==> src/rtl/datapath_sequencer.sv <==
`default_nettype none
// ============================================================================
//  Module   : datapath_sequencer
//  Purpose  : Control FSM for a 4-bit datapath. Accepts one instruction per
//             valid/ready handshake and sequences register reads, operand
//             latch, ALU execute and register write-back, pulsing done in
//             the write-back cycle.
//  Options  : DATAPATH_CARRY_CHAIN_EN - when defined, the stored carry is fed
//             to the ALU carry-in during EXEC so multi-word add/sub chains
//             work. When undefined, carry-in is tied low.
//  Revision : 1.0 - initial release
// ============================================================================
module datapath_sequencer #(
  parameter int DW = 4,
  parameter int AW = 2
) (
  input  logic          clk,
  input  logic          rst_n,
  input  logic          i_instr_valid,
  output logic          o_instr_ready,
  input  logic [11:0]   i_instr,
  output logic [AW-1:0] o_rf_addr,
  output logic          o_rf_we,
  output logic [DW-1:0] o_rf_wdata,
  input  logic [DW-1:0] i_rf_rdata,
  output logic [DW-1:0] o_alu_a,
  output logic [DW-1:0] o_alu_b,
  output logic [2:0]    o_alu_sel,
  output logic          o_alu_cin,
  input  logic [DW-1:0] i_alu_result,
  input  logic          i_alu_cout,
  output logic          o_carry_flag,
  output logic          o_done,
  output logic          o_busy
);

  // --------------------------------------------------------------------------
  // State encoding
  // --------------------------------------------------------------------------
  localparam logic [2:0] S_IDLE  = 3'd0;
  localparam logic [2:0] S_RD_A  = 3'd1;
  localparam logic [2:0] S_RD_B  = 3'd2;
  localparam logic [2:0] S_LAT_B = 3'd3;
  localparam logic [2:0] S_EXEC  = 3'd4;
  localparam logic [2:0] S_WB    = 3'd5;

  // --------------------------------------------------------------------------
  // Opcodes (only the ones the sequencer itself must recognise)
  // --------------------------------------------------------------------------
  localparam logic [2:0] OP_ADD = 3'b000;
  localparam logic [2:0] OP_SUB = 3'b001;
  localparam logic [2:0] OP_LDI = 3'b110;

  // Instruction field positions
  localparam int C_OP_LSB  = 9;
  localparam int C_DST_LSB = 7;
  localparam int C_SRC_LSB = 5;
  localparam int C_IMM_LSB = 0;

  // --------------------------------------------------------------------------
  // Registers
  // --------------------------------------------------------------------------
  logic [2:0]    r_state;
  logic [2:0]    r_op;
  logic [AW-1:0] r_dst;
  logic [AW-1:0] r_src;
  logic [DW-1:0] r_imm;
  logic [DW-1:0] r_alu_a;
  logic [DW-1:0] r_alu_b;
  logic [2:0]    r_alu_sel;
  logic [DW-1:0] r_result;
  logic          r_carry;

  // --------------------------------------------------------------------------
  // Wires
  // --------------------------------------------------------------------------
  logic [2:0]    w_state_nxt;
  logic          w_accept;
  logic [2:0]    w_in_op;
  logic          w_op_is_arith;
  logic          w_unused;

  // Bit 4 of the instruction word carries no meaning.
  assign w_unused = &{1'b0, i_instr[4]};

  assign w_in_op       = i_instr[C_OP_LSB +: 3];
  assign w_accept      = i_instr_valid && (r_state == S_IDLE);
  assign w_op_is_arith = (r_op == OP_ADD) || (r_op == OP_SUB);

  // Next-state selection: LDI skips straight to write-back.
  always_comb begin
    w_state_nxt = r_state;
    case (r_state)
      S_IDLE: begin
        if (i_instr_valid) begin
          w_state_nxt = (w_in_op == OP_LDI) ? S_WB : S_RD_A;
        end
      end
      S_RD_A:  w_state_nxt = S_RD_B;
      S_RD_B:  w_state_nxt = S_LAT_B;
      S_LAT_B: w_state_nxt = S_EXEC;
      S_EXEC:  w_state_nxt = S_WB;
      S_WB:    w_state_nxt = S_IDLE;
      default: w_state_nxt = S_IDLE;
    endcase
  end

  // State register; reset drops straight to IDLE, aborting any instruction.
  always_ff @(posedge clk or negedge rst_n) begin
    if (!rst_n) begin
      r_state <= S_IDLE;
    end else begin
      r_state <= w_state_nxt;
    end
  end

  // Instruction latch, loaded on the accepting edge only.
  always_ff @(posedge clk or negedge rst_n) begin
    if (!rst_n) begin
      r_op  <= '0;
      r_dst <= '0;
      r_src <= '0;
      r_imm <= '0;
    end else if (w_accept) begin
      r_op  <= w_in_op;
      r_dst <= i_instr[C_DST_LSB +: AW];
      r_src <= i_instr[C_SRC_LSB +: AW];
      r_imm <= i_instr[C_IMM_LSB +: DW];
    end
  end

  // Operand capture: read data trails the address by one cycle, so the dst
  // value arrives during RD_B and the src value during LAT_B.
  always_ff @(posedge clk or negedge rst_n) begin
    if (!rst_n) begin
      r_alu_a   <= '0;
      r_alu_b   <= '0;
      r_alu_sel <= '0;
    end else begin
      if (r_state == S_RD_B) begin
        r_alu_a <= i_rf_rdata;
      end
      if (r_state == S_LAT_B) begin
        r_alu_b   <= i_rf_rdata;
        r_alu_sel <= r_op;
      end
    end
  end

  // Result and carry capture at the end of EXEC; only ADD/SUB touch carry.
  always_ff @(posedge clk or negedge rst_n) begin
    if (!rst_n) begin
      r_result <= '0;
      r_carry  <= 1'b0;
    end else if (r_state == S_EXEC) begin
      r_result <= i_alu_result;
      if (w_op_is_arith) begin
        r_carry <= i_alu_cout;
      end
    end
  end

  // Register-file address: dst for the A read and write-back, src for the
  // B read, zero elsewhere.
  always_comb begin
    o_rf_addr = '0;
    case (r_state)
      S_RD_A:  o_rf_addr = r_dst;
      S_RD_B:  o_rf_addr = r_src;
      S_LAT_B: o_rf_addr = r_src;
      S_WB:    o_rf_addr = r_dst;
      default: o_rf_addr = '0;
    endcase
  end

  // Write-back path; the async reset forces IDLE, so a write can never be
  // presented while rst_n is low.
  always_comb begin
    o_rf_we    = 1'b0;
    o_rf_wdata = '0;
    if (r_state == S_WB) begin
      o_rf_we    = 1'b1;
      o_rf_wdata = (r_op == OP_LDI) ? r_imm : r_result;
    end
  end

  assign o_done        = (r_state == S_WB);
  assign o_busy        = (r_state != S_IDLE);
  assign o_instr_ready = (r_state == S_IDLE);

  assign o_alu_a       = r_alu_a;
  assign o_alu_b       = r_alu_b;
  assign o_alu_sel     = r_alu_sel;
  assign o_carry_flag  = r_carry;

`ifdef DATAPATH_CARRY_CHAIN_EN
  // Chain the stored carry into the ALU only while it is executing.
  assign o_alu_cin = (r_state == S_EXEC) ? r_carry : 1'b0;
`else
  assign o_alu_cin = 1'b0;
`endif

endmodule
`default_nettype wire

==> config.mk <==
export PLATFORM = sky130hd
export DESIGN_NAME = datapath_sequencer
export DESIGN_NICKNAME = d
export VERILOG_FILES = /design/src/rtl/datapath_sequencer.sv
export SDC_FILE = /design/constraint.sdc
export NUM_CORES = 1
export LEC_CHECK = 0
export ABC_CLOCK_PERIOD_IN_PS = 4700
export CORE_AREA = 2 2 61 63
export CTS_BUF_LIST = sky130_fd_sc_hd__clkbuf_2
export DETAILED_ROUTE_END_ITERATION = 8
export DIE_AREA = 0 0 63 65
export GPL_TIMING_DRIVEN = 0
export PLACE_DENSITY = 0.68
export SLEW_MARGIN = 25
export SYNTH_ARGS = -nofsm -noshare
export SYNTH_HDL_FRONTEND = slang
export SYNTH_SLANG_ARGS = --single-unit
export TNS_END_PERCENT = 100
==> constraint.sdc <==
create_clock -name clk -period 4.7 [get_ports clk]
set_clock_uncertainty 0.1 [all_clocks]
set_input_delay 0.94 -clock clk [delete_from_list [all_inputs] [get_ports clk]]
set_output_delay 0.94 -clock clk [all_outputs]
set_load 0.05 [all_outputs]
==> flow_summary.yaml, run 1 <==
sta:
  maxSlewViolCount: 0
  period_minus_slack_ns: 3.34
  final-setup-viol-count: 0
  tns_ns: 0
  tightestPinTransition_ns: 0.649
  fmax_mhz: 300
  period_share_pct: 71.0
  hold_viol_final: 0
  slew_headroom_pct: 56.8
  rsz0062_at_grt: "no"
synthesis:
  synth_seq_cells: 30
  syn_area_per_cell_um2: 14.0
  ys_warn_count: 0
  syn-instance-count: 93
  synthArstFlopShare_pct: 100
  synth_top_area_share_pct: 57.5
  synth-seq-area-share_pct: 57.5
  syn_nets: 117
  synth_cell_types: 25
  synth_top_area_cell: "dfrtp_1"
  synth_most_common_cell: "dfrtp_1"
  syn_area_um2: 1310
  synthTopCellsByArea: "dfrtp_1 58%, mux2_2 22%, mux2i_1 3.1%"
  synth_edf_count: 0
  ys.flop_type: "dfrtp_1"
  ys_top_cells_by_count: "30 x dfrtp_1, 26 x mux2_2, 6 x nor2_1"
route:
  drtIter0Drc: 13
  dr_total_vias: 887
  drcViolationCount: 0
  ant_nets: 0
  viasPerCell: 4.60
  wl_per_cell_um: 13.7
  routed_wirelength_um: 2640
  first_pass_iters: 3
flow_run:
  max_cap_viol_count: 0
cts:
  post_cts_resized: 0
  cts_tree: "done"
  htreeDepth: 2
  clockRootBuffer: "clkbuf_2"
  clock_path_buffers: 2
  path_clk_slew_ns: 0.16
  hold_buffers: 0
  cts_buffers: 5
  post_cts_buffers: 0
  clock-sinks: 30
  clkLatencyLatePin_ns: 0.37
final_layout:
  num_antenna_cells: 0
  fin_nets: 168
  drive_above_1_share_pct: 29.7
  syn2layout_area_growth_pct: 40.9
  fin_cells: 193
global_routing:
  grt_pass1_wl_um: 4550
  gr-total-overflow: 0
  grt_max_degree: 31
  grt_use_total_pct: 14.7
  antenna_found_initial: 0
  grt_pass1_vias: 923
die:
  die_h_um: 65
  dieWidth_um: 63
  initial_core_util_pct: 37.3
  std_cell_rows: 22
  fp.coreArea_um2: 3500
  io_pins: 47
  die_area_um2: 4100
worst_setup_path:
  cp_max_fo: 8
  cp.arrival_ns: 2.30
  cp.required_ns: 3.66
  worstSetupPathType: "reg2out"
  end_kind: "output port"
  critPathLaunchType: "flop"
placed_design:
  dp.cells: 185
  numPortBuffers: 44
  dp_hpwl_um: 1940
  place_congestion: 0.736
run_status:
  outcome: "complete, no violations"
worst_hold_path:
  hold_path.class: "reg2reg"
power_and_ir_drop:
  ir_drop_uv: 350
  p_leak_nw: 0.796
  powerDensity_nw_per_um2: 762
[per-layer routing]
layer | routed length, µm | part of all wire [%] | GRT usage, %
met5 | 0 | 0 | 0
met4 | 8 | 0.30 | 5.00
met3 | 226 | 8.5 | 7.47
met2 | 1260 | 48 | 22.6
met1 | 1140 | 43 | 17.8
[area by class of cell]
class	instances	area, µm²
repair buffers	44	435
clock buffers	6	30.0
multi-input cells	55	504
plain buffers	5	38.8
clock inverters	2	8.76
inverters	3	11.3
flip-flops and latches	30	751
fillers	341	1660
well taps	48	60.1
[worst max-delay path, cell delays in order (launching register included)]
cell and delay (ns):
dfrtp_1 0.39, buf_2 0.17, nor2b_1 0.21, nand2_1 0.17, inv_1 0.11, buf_4 0.10
clkdlybuf4s50_1 0.78
[where the power goes]
part	internal [mW]	total, mW	switching, mW
logic	0.345	0.817	0.472
registers	0.389	0.461	0.0723
clock network	0.0365	0.124	0.0871
total	0.771	1.40	0.631
[kinds of logic (layout without fill, tap and decap cells)]
family                 count (synthesis)  after routing  synth area share (%)
flip-flops                            30             30                  57.5
AND/OR/NAND/NOR                       17             17                  8.15
XOR/XNOR                               1              1                 0.671
AO/OA/AOI/OAI                          5              5                  3.16
other                                  1              1                 0.287
multiplexers                          31             31                  26.4
buffers and inverters                  8             60                  3.83
[cell usage in the layout, fill, tap and decap left out, types with 2 or more instances in the layout]
cell | netlist | layout
dfrtp_1 | 30 | 30
mux2_2 | 26 | 26
buf_4 | 3 | 3
nand2_1 | 2 | 2
mux2i_1 | 4 | 4
a22o_1 | 2 | 2
clkdlybuf4s50_1 | 0 | 43
clkbuf_2 | 0 | 6
inv_1 | 3 | 3
nor2_1 | 6 | 6
buf_2 | 1 | 2
[state kept, by name (all words and copies together), names as in the netlist]
name	count
o_alu_a	4
o_carry_flag	1
o_alu_b	4
r_imm	4
r_dst	2
r_src	2
r_op	3
r_state	3
o_alu_sel	3
r_result	4
[path summary, 6_finish.rpt]
check	startpoint	endpoint	slack, ns	depth (start not counted)
max	r_state[1]	o_rf_we	1.36	6
min	o_carry_flag	o_carry_flag	0.42	1
max reg2reg	r_state[0]	r_imm[2]	2.95	5
min reg2reg	o_carry_flag	o_carry_flag	0.42	1
max in group asynchronous	rst_n	o_alu_sel[0]	3.60	1
min in group asynchronous	rst_n	o_carry_flag	0.47	1
[stage by stage]
step	setup slack [ns]	area, µm²	hold slack (ns)	utilization, %	power, mW
finish	1.36	1840	0.418	52.6	1.40
global route	1.18	1840	0.447	52.6	1.49
CTS	1.32	1840	0.429	52.6	1.42
detailed placement	1.76	1800	0.394	51.5	1.29
global placement	1.78	1810	0.378	51.6	1.27
floorplan	1.98	1310	0.380	-	1.04
Note: power is estimated with default switching activity, not from simulation.
==> run 2, diff against run 1 <==
- ABC_CLOCK_PERIOD_IN_PS: 4700 -> 2750
- PLACE_DENSITY: 0.68 -> 0.71
- clock period: 4.7 -> 2.75 ns (I/O delays scaled with it)
==> flow_summary.yaml, run 2 (same netlist as run 1, synthesis figures left out) <==
sta:
  maxSlewViolCount: 0
  rsz0062_at_grt: "no"
  period_minus_slack_ns: 2.60
  slew_headroom_pct: 56.0
  period_share_pct: 94.7
  fmax_mhz: 384
  hold_viol_final: 0
  final-setup-viol-count: 0
  tns_ns: 0
  tightestPinTransition_ns: 0.660
die:
  die_area_um2: 4100
  dieWidth_um: 63
  die_h_um: 65
  initial_core_util_pct: 37.3
  io_pins: 47
  fp.coreArea_um2: 3500
  std_cell_rows: 22
power_and_ir_drop:
  power_frac_comb_pct: 57.8
  p_leak_nw: 0.811
  ir_drop_uv: 649
  p_int_mw: 1.30
  powerDensity_nw_per_um2: 1300
  p_clk_share_pct: 8.7
  p_sw_mw: 1.06
  pwr-share-seq_pct: 33.5
  netSwitchingFraction_pct: 45.1
worst_setup_path:
  crit_end: "o_instr_ready"
  cp.required_ns: 2.10
  r2r_cells: 5
  worstSetupPathType: "reg2out"
  cp_max_fo: 8
  cp.arrival_ns: 1.95
  end_kind: "output port"
  cp-startpoint: "r_state[1]"
  rrSetupSlack_ns: 1.06
  r2r_start: "r_state[1]"
  critPathLaunchType: "flop"
  r2r_end: "r_src[1]"
global_routing:
  grt_pass1_wl_um: 4440
  gr-total-overflow: 0
  antenna_found_initial: 0
  grt_use_total_pct: 14.3
  grt_max_degree: 31
  grt_pass1_vias: 930
flow_run:
  max_cap_viol_count: 0
route:
  drtIter0Drc: 22
  ant_nets: 0
  wl_per_cell_um: 13.6
  drcViolationCount: 0
  first_pass_iters: 3
  viasPerCell: 4.65
  dr_total_vias: 892
  routed_wirelength_um: 2620
placed_design:
  dp_hpwl_um: 1920
  numPortBuffers: 44
  place_congestion: 0.677
  place_area_um2: 1800
final_layout:
  final_area_um2: 1810
  final_cell_mix: "35 x clkdlybuf4s50_1, 30 x dfrtp_1, 26 x mux2_2"
  layout_commonest_cell: "clkdlybuf4s50_1"
  num_antenna_cells: 0
  fin_nets: 168
  drive_above_1_share_pct: 32.6
  syn2layout_area_growth_pct: 38.8
  fillers: 330
cts:
  cts_tree: "done"
  htreeDepth: 2
  post_cts_buffers: 0
  cts_buffers: 5
  clockRootBuffer: "clkbuf_2"
  path_clk_slew_ns: 0.14
  clkLatencyLatePin_ns: 0.34
  clock-sinks: 30
  clock_path_buffers: 2
worst_hold_path:
  hold_path.class: "in2async"
run_status:
  outcome: "complete, no violations"
-- run 2: changes by cell type in the layout (fill, tap and decap cells not counted) --
| cell | change |
|---|---|
| clkdlybuf4s50_1 | -8 |
| clkbuf_2 | +5 |
| dlygate4sd2_1 | +3 |
| clkdlybuf4s15_1 | +1 |
| clkinv_1 | -1 |
| clkinv_2 | -1 |
-- run 2: repair_timing --
item | CTS | global route
pin swaps | 0 | 0
resized for setup | 8 | 9
setup endpoints to repair | 8 | 5
hold buffers | 0 | 0
-- run 2: worst min path at each step --
stage,startpoint,endpoint,slack (ns),depth (start not counted)
floorplan,rst_n,o_alu_a[0],0.15,0
global placement,o_carry_flag,o_carry_flag,0.38,1
global route,rst_n,r_op[0],0.15,1
detailed placement,o_carry_flag,o_carry_flag,0.39,1
CTS,rst_n,r_imm[1],0.12,1
finish,rst_n,o_carry_flag,0.11,1
-- run 2: final cells by class --
cell class                 count  area, µm²  area share, %
clock buffer                   7       35.0           1.93
buffer                         5       38.8           2.14
timing repair buffer          44        412           22.7
sequential                    30        751           41.4
multi-input combinational     55        504           27.8
inverter                       3       11.3          0.622
tap                           48       60.1           3.31
-- run 2: power groups by stage --
stage / clock network [mW] / registers, mW / logic, mW
2_1_floorplan: 0 / 1.09 / 0.687
3_3_place_gp: 0 / 0.787 / 1.38
3_5_place_dp: 0 / 0.804 / 1.41
4_1_cts: 0.216 / 0.791 / 1.39
5_1_grt: 0.234 / 0.823 / 1.44
6_report: 0.205 / 0.791 / 1.37
-- run 2: per-stage QoR --
stage	std cells	hold WS, ns	power (mW)	util [%]	setup WS (ns)
global route	192	0.153	2.50	51.8	0.00726
detailed placement	185	0.391	2.21	51.5	0.198
finish	192	0.114	2.36	51.8	0.147
CTS	192	0.118	2.39	52.2	0.0600
global placement	185	0.376	2.17	51.6	0.232
floorplan	93	0.154	1.78	-	0.424
-- run 2: worst max-delay path, cell delays in order (launching register included) --
cell	delay, ns
dfrtp_1	0.39
buf_2	0.18
nor3_2	0.21
clkdlybuf4s50_1	0.83
-- run 2: per-layer routing --
layer	GRT usage [%]	up-vias	routed length, µm
met3	3.65	5	148
met2	22.3	31	1240
met1	18.0	438	1180
li1	-	418	-
met5	0	-	0
met4	8.33	0	47
